===== src/rtl/prm_pkg.sv =====
`default_nettype none
// +----------------------------------------------------------------------------+
// | prm_pkg : shared constants and scan-state encoding for PRM edge checkers   |
// | Revision : 1.0                                                             |
// +----------------------------------------------------------------------------+
package prm_pkg;

    localparam int c_num_edge = 512;
    localparam int c_code_w   = 15;
    localparam int c_chk_lat  = 1;
    localparam int c_cnt_w    = 16;

    typedef enum logic [1:0] {
        ST_IDLE  = 2'd0,
        ST_SCAN  = 2'd1,
        ST_DRAIN = 2'd2,
        ST_DONE  = 2'd3
    } scan_state_t;

endpackage
`default_nettype wire


===== src/rtl/prm_tok_pipe.sv =====
`default_nettype none
// +----------------------------------------------------------------------------+
// | prm_tok_pipe : DEPTH-deep valid-token shift register with all-empty flag   |
// | Revision : 1.0                                                             |
// +----------------------------------------------------------------------------+
module prm_tok_pipe #(
    parameter int DEPTH = 1
) (
    input  logic clk,
    input  logic rst,
    input  logic i_clr,
    input  logic i_tok,
    output logic o_tok,
    output logic o_empty
);

    logic [DEPTH-1:0] r_tok;

    generate
        if (DEPTH == 1) begin : g_single
            always_ff @(posedge clk or posedge rst) begin
                if (rst) begin
                    r_tok <= '0;
                end else if (i_clr) begin
                    r_tok <= '0;
                end else begin
                    r_tok <= i_tok;
                end
            end
        end else begin : g_multi
            always_ff @(posedge clk or posedge rst) begin
                if (rst) begin
                    r_tok <= '0;
                end else if (i_clr) begin
                    r_tok <= '0;
                end else begin
                    r_tok <= {r_tok[DEPTH-2:0], i_tok};
                end
            end
        end
    endgenerate

    assign o_tok   = r_tok[DEPTH-1];
    assign o_empty = ~|r_tok;

endmodule
`default_nettype wire


===== src/rtl/prm_edge_scan_ctrl.sv =====
`default_nettype none
// +----------------------------------------------------------------------------+
// | prm_edge_scan_ctrl : streams voxel codes through the PRM checker bank and  |
// |                      accumulates a sticky per-edge blocked bitmap          |
// | Revision : 1.0                                                             |
// +----------------------------------------------------------------------------+
module prm_edge_scan_ctrl
    import prm_pkg::*;
#(
    parameter int NUM_EDGE = c_num_edge,
    parameter int CODE_W   = c_code_w,
    parameter int CHK_LAT  = c_chk_lat,
    parameter int CNT_W    = c_cnt_w
) (
    input  logic                CLK,
    input  logic                RST,
    input  logic                start,
    input  logic                abort,
    input  logic                vox_valid,
    input  logic [CODE_W-1:0]   vox_code,
    input  logic                vox_last,
    output logic                vox_ready,
    output logic [CODE_W-1:0]   chk_code,
    input  logic [NUM_EDGE-1:0] chk_mask,
    output logic [NUM_EDGE-1:0] blocked,
    output logic [CNT_W-1:0]    vox_count,
    output logic                busy,
    output logic                done
);

    scan_state_t         r_state;
    logic                r_vox_ready;
    logic                r_busy;
    logic                r_done;
    logic [CODE_W-1:0]   r_chk_code;
    logic [NUM_EDGE-1:0] r_blocked;
    logic [CNT_W-1:0]    r_vox_count;

    logic w_hs;
    logic w_scan_start;
    logic w_tok_out;
    logic w_tok_empty;

    assign w_hs         = vox_valid & r_vox_ready & ~abort;
    assign w_scan_start = start & ~abort & ((r_state == ST_IDLE) | (r_state == ST_DONE));

    // Token k leaves the pipe exactly when the checker output for code k is valid.
    prm_tok_pipe #(
        .DEPTH (CHK_LAT)
    ) u_tok_pipe (
        .clk     (CLK),
        .rst     (RST),
        .i_clr   (abort | w_scan_start),
        .i_tok   (w_hs),
        .o_tok   (w_tok_out),
        .o_empty (w_tok_empty)
    );

    always_ff @(posedge CLK or posedge RST) begin
        if (RST) begin
            r_state     <= ST_IDLE;
            r_vox_ready <= 1'b0;
            r_busy      <= 1'b0;
            r_done      <= 1'b0;
            r_chk_code  <= '0;
            r_blocked   <= '0;
            r_vox_count <= '0;
        end else if (abort) begin
            r_state     <= ST_IDLE;
            r_vox_ready <= 1'b0;
            r_busy      <= 1'b0;
            r_done      <= 1'b0;
            r_blocked   <= '0;
            r_vox_count <= '0;
        end else begin
            if (w_tok_out) begin
                r_blocked <= r_blocked | chk_mask;
            end
            case (r_state)
                ST_IDLE, ST_DONE: begin
                    if (start) begin
                        r_state     <= ST_SCAN;
                        r_vox_ready <= 1'b1;
                        r_busy      <= 1'b1;
                        r_done      <= 1'b0;
                        r_blocked   <= '0;
                        r_vox_count <= '0;
                    end
                end
                ST_SCAN: begin
                    if (w_hs) begin
                        r_chk_code <= vox_code;
                        if (r_vox_count != {CNT_W{1'b1}}) begin
                            r_vox_count <= r_vox_count + CNT_W'(1);
                        end
                        if (vox_last) begin
                            r_state     <= ST_DRAIN;
                            r_vox_ready <= 1'b0;
                        end
                    end
                end
                ST_DRAIN: begin
                    // Empty pipe means the final capture landed on the previous edge.
                    if (w_tok_empty) begin
                        r_state <= ST_DONE;
                        r_busy  <= 1'b0;
                        r_done  <= 1'b1;
                    end
                end
                default: begin
                    r_state <= ST_IDLE;
                end
            endcase
        end
    end

    assign vox_ready = r_vox_ready;
    assign chk_code  = r_chk_code;
    assign blocked   = r_blocked;
    assign vox_count = r_vox_count;
    assign busy      = r_busy;
    assign done      = r_done;

endmodule
`default_nettype wire

===== config.mk =====
export PLATFORM = sky130hd
export DESIGN_NAME = prm_edge_scan_ctrl
export DESIGN_NICKNAME = d
export VERILOG_FILES = /design/src/rtl/prm_pkg.sv /design/src/rtl/prm_tok_pipe.sv /design/src/rtl/prm_edge_scan_ctrl.sv
export SDC_FILE = /design/constraint.sdc
export NUM_CORES = 1
export LEC_CHECK = 0
export ABC_AREA = 1
export CAP_MARGIN = 20
export CORE_AREA = 2 2 420 422
export DETAILED_ROUTE_END_ITERATION = 6
export DIE_AREA = 0 0 422 424
export PLACE_DENSITY = 0.3
export SLEW_MARGIN = 30
export SYNTH_ARGS = -nofsm -noshare
export SYNTH_HDL_FRONTEND = slang
export SYNTH_SLANG_ARGS = --single-unit
export TNS_END_PERCENT = 5

===== constraint.sdc =====
create_clock -name CLK -period 18.5 [get_ports CLK]
set_clock_uncertainty 0.2 [all_clocks]
set_input_delay 1.85 -clock CLK [delete_from_list [all_inputs] [get_ports CLK]]
set_output_delay 1.85 -clock CLK [all_outputs]
set_load 0.02 [all_outputs]

* Yosys cells after proc, flatten, opt, wreduce, memory -nomap -nowiden
Cells that the tools add are included.
** Word-level totals
- Flip-flop bits (word level) :: 549
- Bits in latches :: 0
- RAM bits :: 0
- Memory bits (read-only) :: 0
- Input bits :: 533
- Output and inout port bits :: 546
- Word-level logic and storage cells :: 63
- Memories kept :: 0
** Cells by class
- Add/sub/neg operators :: 1
- Multiply operators :: 0
- Div/mod/pow operators :: 0
- $lt $le $gt $ge :: 0
- Eq/ne operators :: 9
- Shifts and indexed selects :: 0
- Multiplexer cells :: 28
- Bitwise gates (word level) :: 8
- Reduce and logical (&&, ||, !) cells :: 9
** Operator list (count)
- 2-to-1 mux 512 bit :: 4
- OR 512 bit :: 1
- 2-to-1 mux 16 bit :: 4
- one-hot mux 16 bit (2 select lines) :: 1
- adder 16 x 1 -> 16 bit, second input constant :: 1
- inequality test 16 bit, second input constant :: 1
- inequality test 3 bit, second input constant :: 4
- AND reduction 4 bit :: 3
- 2-to-1 mux 1 bit :: 10
- 2-to-1 mux 2 bit :: 5
- one-hot mux 1 bit (2 select lines) :: 3
- one-hot mux 2 bit (3 select lines) :: 1
- AND reduction 3 bit :: 2
- nonzero test 3 bit :: 2
- bitwise AND 1 bit :: 4
- == test 2 bit, second input constant :: 2
- inequality test 3 x 2 -> 1 bit, second input constant :: 1
- == test 2 x 1 -> 1 bit, second input constant :: 1
- logical NOT 2 bit :: 1
- OR 1 bit :: 2
- OR reduction 2 bit :: 1
- NOT 1 bit :: 1

* Depth between registers and ports, before layout
Gate-level depths: netlist (run 1).
- Depth in word-level cells :: 5
- Depth in mapped cells :: 12

* Cells and area by module
Synthesis (run 1) repeated with hierarchy kept, for this count alone.
** Second synthesis, totals
- Cell total of the unflattened synthesis :: 1885
- Area, all modules :: 19784.0 um2
** By module, submodules not included
- prm_edge_scan_ctrl :: times used 1, cells each 1880, area an instance 19741.4 um2, seq. area each 13713.2 um2
- prm_tok_pipe :: times used 1, cells each 5, area an instance 42.5 um2, seq. area each 25.0 um2

* Worst setup path before layout (run 1)
No wires, ideal clock.
- Kind :: input to register
- Start point :: input start
- End point :: register r_blocked[441] (netlist: blocked[441])
- Arrival :: 2663 ps
- Slack :: 15517 ps
- Stages :: 5
- Buffers on the path :: 2
- Path through :: inv_1 -> o21ai_2 -> clkbuf_1 -> buf_2 -> nor2_1
** Between the ends
- Longest elaborated chain between the ends :: 3
** Ends and longest elaborated chain
- from (decl) :: line prm_edge_scan_ctrl.sv:17 : input logic start,
- 2-to-1 mux 512 bit :: line prm_edge_scan_ctrl.sv:81 : if (start) begin
- 2-to-1 mux 512 bit :: line prm_edge_scan_ctrl.sv:79 : case (r_state)
- 2-to-1 mux 512 bit :: line prm_edge_scan_ctrl.sv:68 : end else if (abort) begin
- to (signal assigned) :: line prm_edge_scan_ctrl.sv:77 : r_blocked <= r_blocked | chk_mask;
- to (decl) :: line prm_edge_scan_ctrl.sv:36 : logic [NUM_EDGE-1:0] r_blocked;
No other way between the ends.
A chain may end at the register's enable or synchronous reset.

==> run_results.csv, run 1 <==
group,metric,value,unit
floorplan,die_w,422,um
detailed_routing,drt-initial-drc-count,918,
power_and_ir_drop,p_int,0.00256,W
synthesis,syn-num-nets,2413,
power_and_ir_drop,sw_frac_of_total,0.322,
sta,setup_ws,13020,ps
power_and_ir_drop,p_per_area,105,mW/mm2
placement,port-buffer-count,1078,
detailed_routing,via_per_inst,3.37,
finish,mostFrequentLayoutCell,"clkdlybuf4s50_1",
clock_network,clockBufferDepth,3,
sta,finalSetupViolations,0,
global_routing,first_global_vias,18798,
detailed_routing,wl,117,mm
sta,hold_viol_final,0,
synthesis,synth_top_cell_by_area,"dfrtp_1",
critical_path,cp_max_fo,76,
synthesis,synthCells,1877,
synthesis,seq_area_frac_synth,0.696,
critical_path,cp_cell_sequence,"clkdlybuf4s50_1, inv_8, buf_16, buf_4, buf_6, buf_4, buf_4",
floorplan,ios,1079,
finish,final_cell_mix,"clkdlybuf4s50_1 (1078), dfrtp_1 (548), nor2_1 (534), a21oi_1 (517), clkbuf_16 (81)",
worst_hold_path,hold_path_class,"reg2reg",
finish,nNetsFinal,3475,
clock_network,cts_setup_buffers,0,
power_and_ir_drop,finalPower,0.00378,W
clock_network,clk_latency,680,ps
power_and_ir_drop,combPwrFrac,0.229,
synthesis,synth_top_area_frac,0.696,
finish,drive_above_1_share,0.0571,
sta,tns,0,ps
placement,place_area,0.0332,mm2
critical_path,cp-end-kind,"async pin",
floorplan,dieHeight,424,um
clock_network,htreeDepth,3,
detailed_routing,drcViolationCount,0,
power_and_ir_drop,power.net_switching,0.00122,W
synthesis,synth_area_leaders,"dfrtp_1 (70%), a21oi_1 (13%), nor2_1 (10%)",
synthesis,synthesis.area,0.0198,mm2
sta,fmax,183,MHz
critical_path,max_stage_delay,750,ps
critical_path,crit_path_top_delay_cell,"buf_4",
placement,place_ws,11790,ps
detailed_routing,drt-pass1-iter-count,5,
critical_path,crit_path_start_kind,"input pin",
clock_network,cts_sinks,549,
clock_network,cts-hold-fix-buffers,0,
global_routing,grt_max_degree,180,
global_routing,track_usage,0.126,
clock_network,cts_buffers,79,
critical_path,crit_arrival,5990,ps
clock_network,clkSlewWorstSetupHoldPaths,60,ps
finish,fin_area,0.0358,mm2
critical_path,critPathBufInv,7,
placement,routabilityCongestion,0.789,
synthesis,avgSynthCellArea,10.5,um2
sta,maxSlewHeadroom,0.275,
sta,worst_hold_slack,273,ps
clock_network,root_buffer,"clkbuf_16",
job,drv_cap,0,
sta,worstMarginPinSlew,1090,ps
power_and_ir_drop,irDropWorstVdd,0.0000600,V
critical_path,criticalPathCategory,"in2async",
critical_path,cp_common_cell,"buf_4",
critical_path,r2r_slack,14470,ps
synthesis,ys_ff_latch,549,
clock_network,cts_tree,"yes",
placement,hpwl,87.2,mm
run_status,outcome,"completed",
detailed_routing,via_count,18030,
power_and_ir_drop,power.share.sequential,0.361,
critical_path,critPathRequiredTime,19010,ps
synthesis,ys_warn_count,0,
detailed_routing,avgRoutedWirePerCell,21.8,um
power_and_ir_drop,leakage,14.4,nW
power_and_ir_drop,pwr-share-clk,0.410,
sta,fin_crit_sh,0.296,
floorplan,core,0.175,mm2
detailed_routing,antenna_left,0,
floorplan,fp-row-count,154,
clock_network,cts_resized,0,
global_routing,grt_pass1_wl,159,mm
synthesis,synth.distinct_cells,30,
floorplan,dieArea,0.179,mm2
global_routing,grt_overflow_total,0,
sta,period_minus_slack,5480,ps
critical_path,path_delay_family,"buffers and inverters",
floorplan,start_util,0.113,
finish,areaGrowthSynthToFinish,81.4,%
sta,rsz0062_at_grt,"false",
global_routing,antenna_found_initial,50,
sta,slew_violations,0,
[final timing paths]
check,from,endpoint,cells after the start
setup / recovery,RST,blocked[205],7
hold / removal,done,done,2
setup reg to reg,r_state[0],blocked[138],8
hold reg to reg,done,done,2
max in group CLK,abort,blocked[138],7
min in group asynchronous,RST,blocked[424],2
[metrics by stage]
stage	std cells	utilization
global route	5342	0.205
CTS	5332	0.204
floorplan	1877	-
finish	5350	0.205
detailed placement	5197	0.190
global placement	5196	0.189
[cell usage after synthesis]
master	instances
a21o_1	2
a21oi_1	517
buf_1	7
buf_2	52
buf_4	2
buf_6	1
clkbuf_1	55
dfrtp_1	549
ha_1	3
inv_1	23
inv_2	2
inv_4	1
mux2_2	15
nand2_1	56
nand2_2	2
nand2_4	1
nand3_1	18
nand3_2	1
nand4_1	10
nor2_1	534
nor2_2	2
nor2_4	2
nor3_1	1
nor3b_1	1
o211ai_1	1
o21ai_0	9
o21ai_2	4
o21bai_1	2
or2_2	1
xor2_1	3
[registers in the layout, summed over array words and instances, names as in the netlist]
register	count
blocked	512
r_state	2
vox_ready	1
vox_count	16
done	1
u_tok_pipe.o_tok	1
busy	1
chk_code	15
[tightest hold or removal path: cells and delay by family (launching register included)]
| family | cells | cell delay, ps |
|---|---|---|
| flops | 1 | 340 |
| simple gates | 2 | 100 |
[kinds of logic after synthesis]
logic type               after synthesis  share of synthesized area
adder cells (fa/ha/maj)                3                    0.00190
AO/OA/AOI/OAI                        535                      0.137
buffers and inverters                143                     0.0314
multiplexers                          15                    0.00855
flip-flops                           549                      0.696
XOR/XNOR                               3                    0.00133
AND/OR/NAND/NOR                      629                      0.124
[power groups by stage]
stage / registers, W / logic, W / clock network [W]
6_report: 0.00136 / 0.000866 / 0.00155
5_1_grt: 0.00138 / 0.000939 / 0.00167
4_1_cts: 0.00136 / 0.000892 / 0.00164
3_5_place_dp: 0.00138 / 0.000889 / 0
3_3_place_gp: 0.00139 / 0.000890 / 0
2_1_floorplan: 0.00147 / 0.000315 / 0
[routing by layer]
| layer | share of wire | GRT usage | wire [um] |
|---|---|---|---|
| met2 | 0.50 | 0.213 | 58500 |
| met1 | 0.39 | 0.141 | 45100 |
| met5 | 0.0027 | 0 | 312 |
| met4 | 0.028 | 0.0516 | 3220 |
| met3 | 0.081 | 0.0500 | 9460 |
[cell type report]
| class | count | area [um2] |
|---|---|---|
| Fill cell | 19351 | 139000 |
| Sequential cell | 549 | 13700 |
| Timing Repair Buffer | 1098 | 11000 |
| Multi-Input combinational cell | 1185 | 5400 |
| Tap cell | 2340 | 2930 |
| Clock buffer | 117 | 2350 |
| Clock inverter | 18 | 220 |
| Inverter | 26 | 108 |
| Antenna cell | 17 | 42.5 |
Power figures use the tool's default switching activity.
==> run 2, diff against run 1 <==
Clock period 18.5 ns to 4.54 ns, I/O delays scaled along.
==> run_results.csv, run 2 (synthesis gave the netlist of run 1 again) <==
group,metric,value,unit
job,drv_cap,0,
sta,rsz0062_at_grt,"false",
placement,routabilityCongestion,0.771,
critical_path,r2r_cells,6,
detailed_routing,wl,119,mm
floorplan,die_w,422,um
finish,finish.utilization,0.206,
power_and_ir_drop,p_int,0.0104,W
critical_path,critPathRequiredTime,4860,ps
global_routing,grt_max_degree,132,
sta,worst_hold_slack,184,ps
finish,final_cell_mix,"clkdlybuf4s50_1 (1078), dfrtp_1 (548), nor2_1 (534), a21oi_1 (517), clkbuf_16 (79)",
power_and_ir_drop,irDropWorstVdd,0.000309,V
finish,mostFrequentLayoutCell,"clkdlybuf4s50_1",
worst_hold_path,hold_path_class,"in2reg",
critical_path,crit_arrival,2900,ps
run_status,outcome,"completed",
global_routing,antenna_found_initial,50,
detailed_routing,via_count,17933,
sta,finalSetupViolations,0,
global_routing,grt_overflow_total,0,
power_and_ir_drop,leakage,14.5,nW
finish,largest_reg_flops,512,
clock_network,cts_resized,0,
global_routing,first_global_vias,18508,
sta,worstMarginPinSlew,807,ps
detailed_routing,avgRoutedWirePerCell,22.1,um
clock_network,cts_setup_buffers,0,
global_routing,grt_pass1_wl,162,mm
detailed_routing,drt-initial-drc-count,692,
sta,fin_crit_sh,0.568,
clock_network,htreeDepth,3,
floorplan,dieHeight,424,um
clock_network,root_buffer,"clkbuf_16",
clock_network,cts_tree,"yes",
clock_network,clockBufferDepth,3,
sta,tns,0,ps
sta,maxSlewHeadroom,0.462,
sta,hold_viol_final,0,
global_routing,track_usage,0.129,
power_and_ir_drop,pwr-share-clk,0.410,
power_and_ir_drop,sw_frac_of_total,0.324,
sta,slew_violations,0,
floorplan,fp-row-count,154,
power_and_ir_drop,p_per_area,428,mW/mm2
floorplan,core,0.175,mm2
clock_network,clk_latency,680,ps
clock_network,clkSlewWorstSetupHoldPaths,60,ps
critical_path,criticalPathCategory,"reg2reg",
detailed_routing,antenna_left,0,
critical_path,cp_max_fo,61,
detailed_routing,via_per_inst,3.34,
floorplan,start_util,0.113,
worst_hold_path,hold_depth,2,
detailed_routing,drcViolationCount,0,
finish,nNetsFinal,3487,
critical_path,crit_path_start_kind,"flop",
finish,drive_above_1_share,0.0598,
placement,port-buffer-count,1078,
power_and_ir_drop,power.share.sequential,0.358,
floorplan,dieArea,0.179,mm2
clock_network,cts_buffers,78,
finish,areaGrowthSynthToFinish,82.2,%
sta,fmax,388,MHz
floorplan,ios,1079,
power_and_ir_drop,combPwrFrac,0.233,
detailed_routing,drt-pass1-iter-count,4,
clock_network,cts_sinks,549,
placement,hpwl,89.7,mm
critical_path,cp-end-kind,"flop",
sta,period_minus_slack,2580,ps
power_and_ir_drop,power.net_switching,0.00499,W
==> run 2: cell types whose count changed in the layout (fill, tap and decap cells not counted), sizes merged <==
cell         delta
inv             -4
clkbuf          +1
buf            +12
clkinvlp        +2
diode           -5
dlygate4sd3     +1
bufinv          +1
clkinv          +5
==> run 2: critical path, stage by stage, from the launching register on <==
cell     delay [ps]
dfrtp_1         370
inv_1            50
ha_1            340
inv_1           100
o21ai_4         540
buf_4           700
nor2_1           90
==> run 2: repair_timing <==
action,in CTS,in global routing
endpoints found under the setup margin,0,0
endpoints found under the hold margin,6,0
hold buffers,1,0
==> run 2: worst paths after layout <==
kind / to / from / slack, ps
min in group asynchronous: blocked[243] / RST / 600
setup / recovery: blocked[374] / r_state[0] / 1960
hold / removal: chk_code[12] / vox_code[12] / 180
hold reg to reg: done / done / 290
max in group asynchronous: blocked[425] / RST / 2360
setup reg to reg: blocked[374] / r_state[0] / 1960
==> run 2: metrics by stage <==
step | area (um2) | setup WS (ps) | std cells | total power [W]
after floorplan | 19800 | -3580 | 1877 | 0.00728
after global placement | 33400 | 1520 | 5210 | 0.00931
after detailed placement | 33400 | 1500 | 5210 | 0.00929
after CTS | 36000 | 1740 | 5351 | 0.0159
after global routing | 36000 | 1670 | 5355 | 0.0163
final | 36000 | 1960 | 5363 | 0.0154
==> run 2: final cells by class <==
| type | count | area [um2] |
|---|---|---|
| fillers | 19349 | 139000 |
| flip-flops and latches | 549 | 13700 |
| repair buffers | 1111 | 11200 |
| multi-input cells | 1185 | 5400 |
| well taps | 2340 | 2930 |
| clock buffers | 118 | 2260 |
| clock inverters | 22 | 320 |
| inverters | 26 | 104 |
| diodes | 12 | 30.0 |
==> run 2: per-layer routing <==
| layer | up-vias | wire length [um] | global-route usage |
|---|---|---|---|
| li1 | 8420 | - | - |
| met3 | 179 | 10000 | 0.0527 |
| met5 | - | 347 | 0 |
| met4 | 54 | 3250 | 0.0442 |
| met1 | 8701 | 45000 | 0.141 |
| met2 | 579 | 59900 | 0.224 |
==> run 2: power by group through the flow <==
stage               combinational, W  sequential, W  clock (W)
floorplan                    0.00129        0.00600          0
finish                       0.00359        0.00551    0.00631
detailed placement           0.00369        0.00560          0
global placement             0.00371        0.00560          0
global route                 0.00388        0.00556    0.00681
CTS                          0.00370        0.00552    0.00665
==> run 3, diff against run 2 <==
Clock period 4.54 ns to 2.21 ns, I/O delays scaled along.
==> run_results.csv, run 3 (synthesis gave the netlist of run 1 again) <==
group,metric,value,unit
sta,rsz0062_at_grt,"false",
finish,finish.utilization,0.235,
finish,fin_area,0.0411,mm2
power_and_ir_drop,p_per_area,796,mW/mm2
finish,nNetsFinal,3998,
finish,mostFrequentLayoutCell,"clkdlybuf4s50_1",
detailed_routing,via_count,19900,
critical_path,path_delay_family,"buffers and inverters",
floorplan,start_util,0.113,
global_routing,track_usage,0.130,
critical_path,cp_max_fo,2,
sta,fmax,471,MHz
clock_network,clockBufferDepth,3,
placement,port-buffer-count,1078,
sta,slew_violations,0,
power_and_ir_drop,finalPower,0.0327,W
critical_path,criticalPathCategory,"reg2out",
floorplan,dieArea,0.179,mm2
sta,finalSetupViolations,0,
detailed_routing,antenna_left,0,
clock_network,cts_tree,"yes",
worst_hold_path,hold_path_class,"in2reg",
finish,final_cells,5873,
finish,multi_input_area,0.00540,mm2
critical_path,critPathBufInv,1,
finish,fillCellCount,19135,
sta,fin_crit_sh,0.962,
sta,worst_hold_slack,49.8,ps
critical_path,max_stage_delay,650,ps
sta,maxSlewHeadroom,0.558,
finish,areaGrowthSynthToFinish,108,%
placement,numPlacedInstances,5243,
sta,hold_viol_final,0,
clock_network,clk_latency,690,ps
detailed_routing,drt-initial-drc-count,845,
detailed_routing,drcViolationCount,0,
detailed_routing,via_per_inst,3.39,
detailed_routing,avgRoutedWirePerCell,20.3,um
floorplan,die_w,422,um
global_routing,antenna_found_initial,43,
clock_network,cts_setup_buffers,0,
placement,place_area,0.0338,mm2
critical_path,cp_cell_sequence,"clkdlybuf4s50_1",
global_routing,grt_max_degree,90,
clock_network,clkSlewWorstSetupHoldPaths,60,ps
floorplan,core,0.175,mm2
global_routing,grt_pass1_wl,168,mm
clock_network,cts_buffers,78,
placement,hpwl,92.1,mm
global_routing,first_global_vias,21433,
floorplan,ios,1079,
critical_path,cp-end-kind,"output port",
run_status,outcome,"completed",
floorplan,fp-row-count,154,
finish,register_area,0.0137,mm2
job,drv_cap,0,
critical_path,crit_arrival,1700,ps
finish,largest_reg_flops,512,
global_routing,grt_overflow_total,0,
finish,drive_above_1_share,0.0628,
critical_path,crit_path_top_delay_cell,"clkdlybuf4s50_1",
power_and_ir_drop,irDropWorstVdd,0.000606,V
finish,final_cell_mix,"clkdlybuf4s50_1 (892), dfrtp_1 (548), nor2_1 (534), a21oi_1 (517), dlygate4sd3_1 (479)",
floorplan,dieHeight,424,um
detailed_routing,wl,119,mm
detailed_routing,drt-pass1-iter-count,7,
critical_path,crit_path_start_kind,"flop",
power_and_ir_drop,leakage,17.6,nW
critical_path,critPathRequiredTime,1790,ps
sta,period_minus_slack,2130,ps
clock_network,htreeDepth,3,
clock_network,cts_sinks,549,
sta,worstMarginPinSlew,663,ps
placement,routabilityCongestion,0.777,
clock_network,root_buffer,"clkbuf_16",
-- run 3: changes by cell type in the layout (fill, tap and decap cells not counted), moves of 2 or more --
cell / previous run / this run
buf_12: 13 / 31
buf_4: 19 / 38
bufinv_16: 4 / 2
clkbuf_1: 25 / 20
clkbuf_8: 14 / 25
clkdlybuf4s50_1: 1078 / 892
clkinv_2: 10 / 6
dlygate4sd2_1: 0 / 178
dlygate4sd3_1: 1 / 479
dlymetal6s2s_1: 0 / 4
-- run 3: final timing paths --
path / startpoint / to / slack (ps) / cells past startpoint
worst max-delay path: blocked[175] / blocked[175] / 80 / 1
worst min-delay path: chk_mask[398] / blocked[398] / 50 / 3
worst max register to register: r_state[0] / blocked[85] / 150 / 7
worst min register to register: done / done / 280 / 2
max in group asynchronous: RST / blocked[150] / 720 / 5
min in group asynchronous: RST / blocked[260] / 350 / 4
-- run 3: final cells by class --
class,count,share of cell area
multi-input cells,1185,0.132
diodes,12,0.000731
repair buffers,1622,0.395
well taps,2340,0.0713
clock inverters,15,0.00548
flip-flops and latches,549,0.335
clock buffers,124,0.0584
inverters,26,0.00253
-- run 3: repair_timing --
action / CTS / global route
setup endpoints to repair: 178 / 4
hold buffers: 479 / 0
hold endpoints to repair: 578 / 0
gates resized for setup: 178 / 4
pin swaps: 0 / 0
-- run 3: through the flow --
step                setup TNS (ps)  setup WS, ps
detailed placement               0           108
CTS                              0         0.335
floorplan                 -3118790         -5680
finish                           0          84.8
global route                     0         0.255
global placement                 0           125
-- run 3: power by group --
| group | internal [W] | switching (W) |
|---|---|---|
| registers | 0.0108 | 0.000473 |
| clock network | 0.00769 | 0.00526 |
| logic | 0.00373 | 0.00470 |
| total | 0.0222 | 0.0104 |
-- run 3: per-layer routing --
layer	GRT usage	wire (um)
met5	0	322
met4	0.0510	4010
met3	0.0416	8000
met2	0.225	60000
met1	0.148	46800
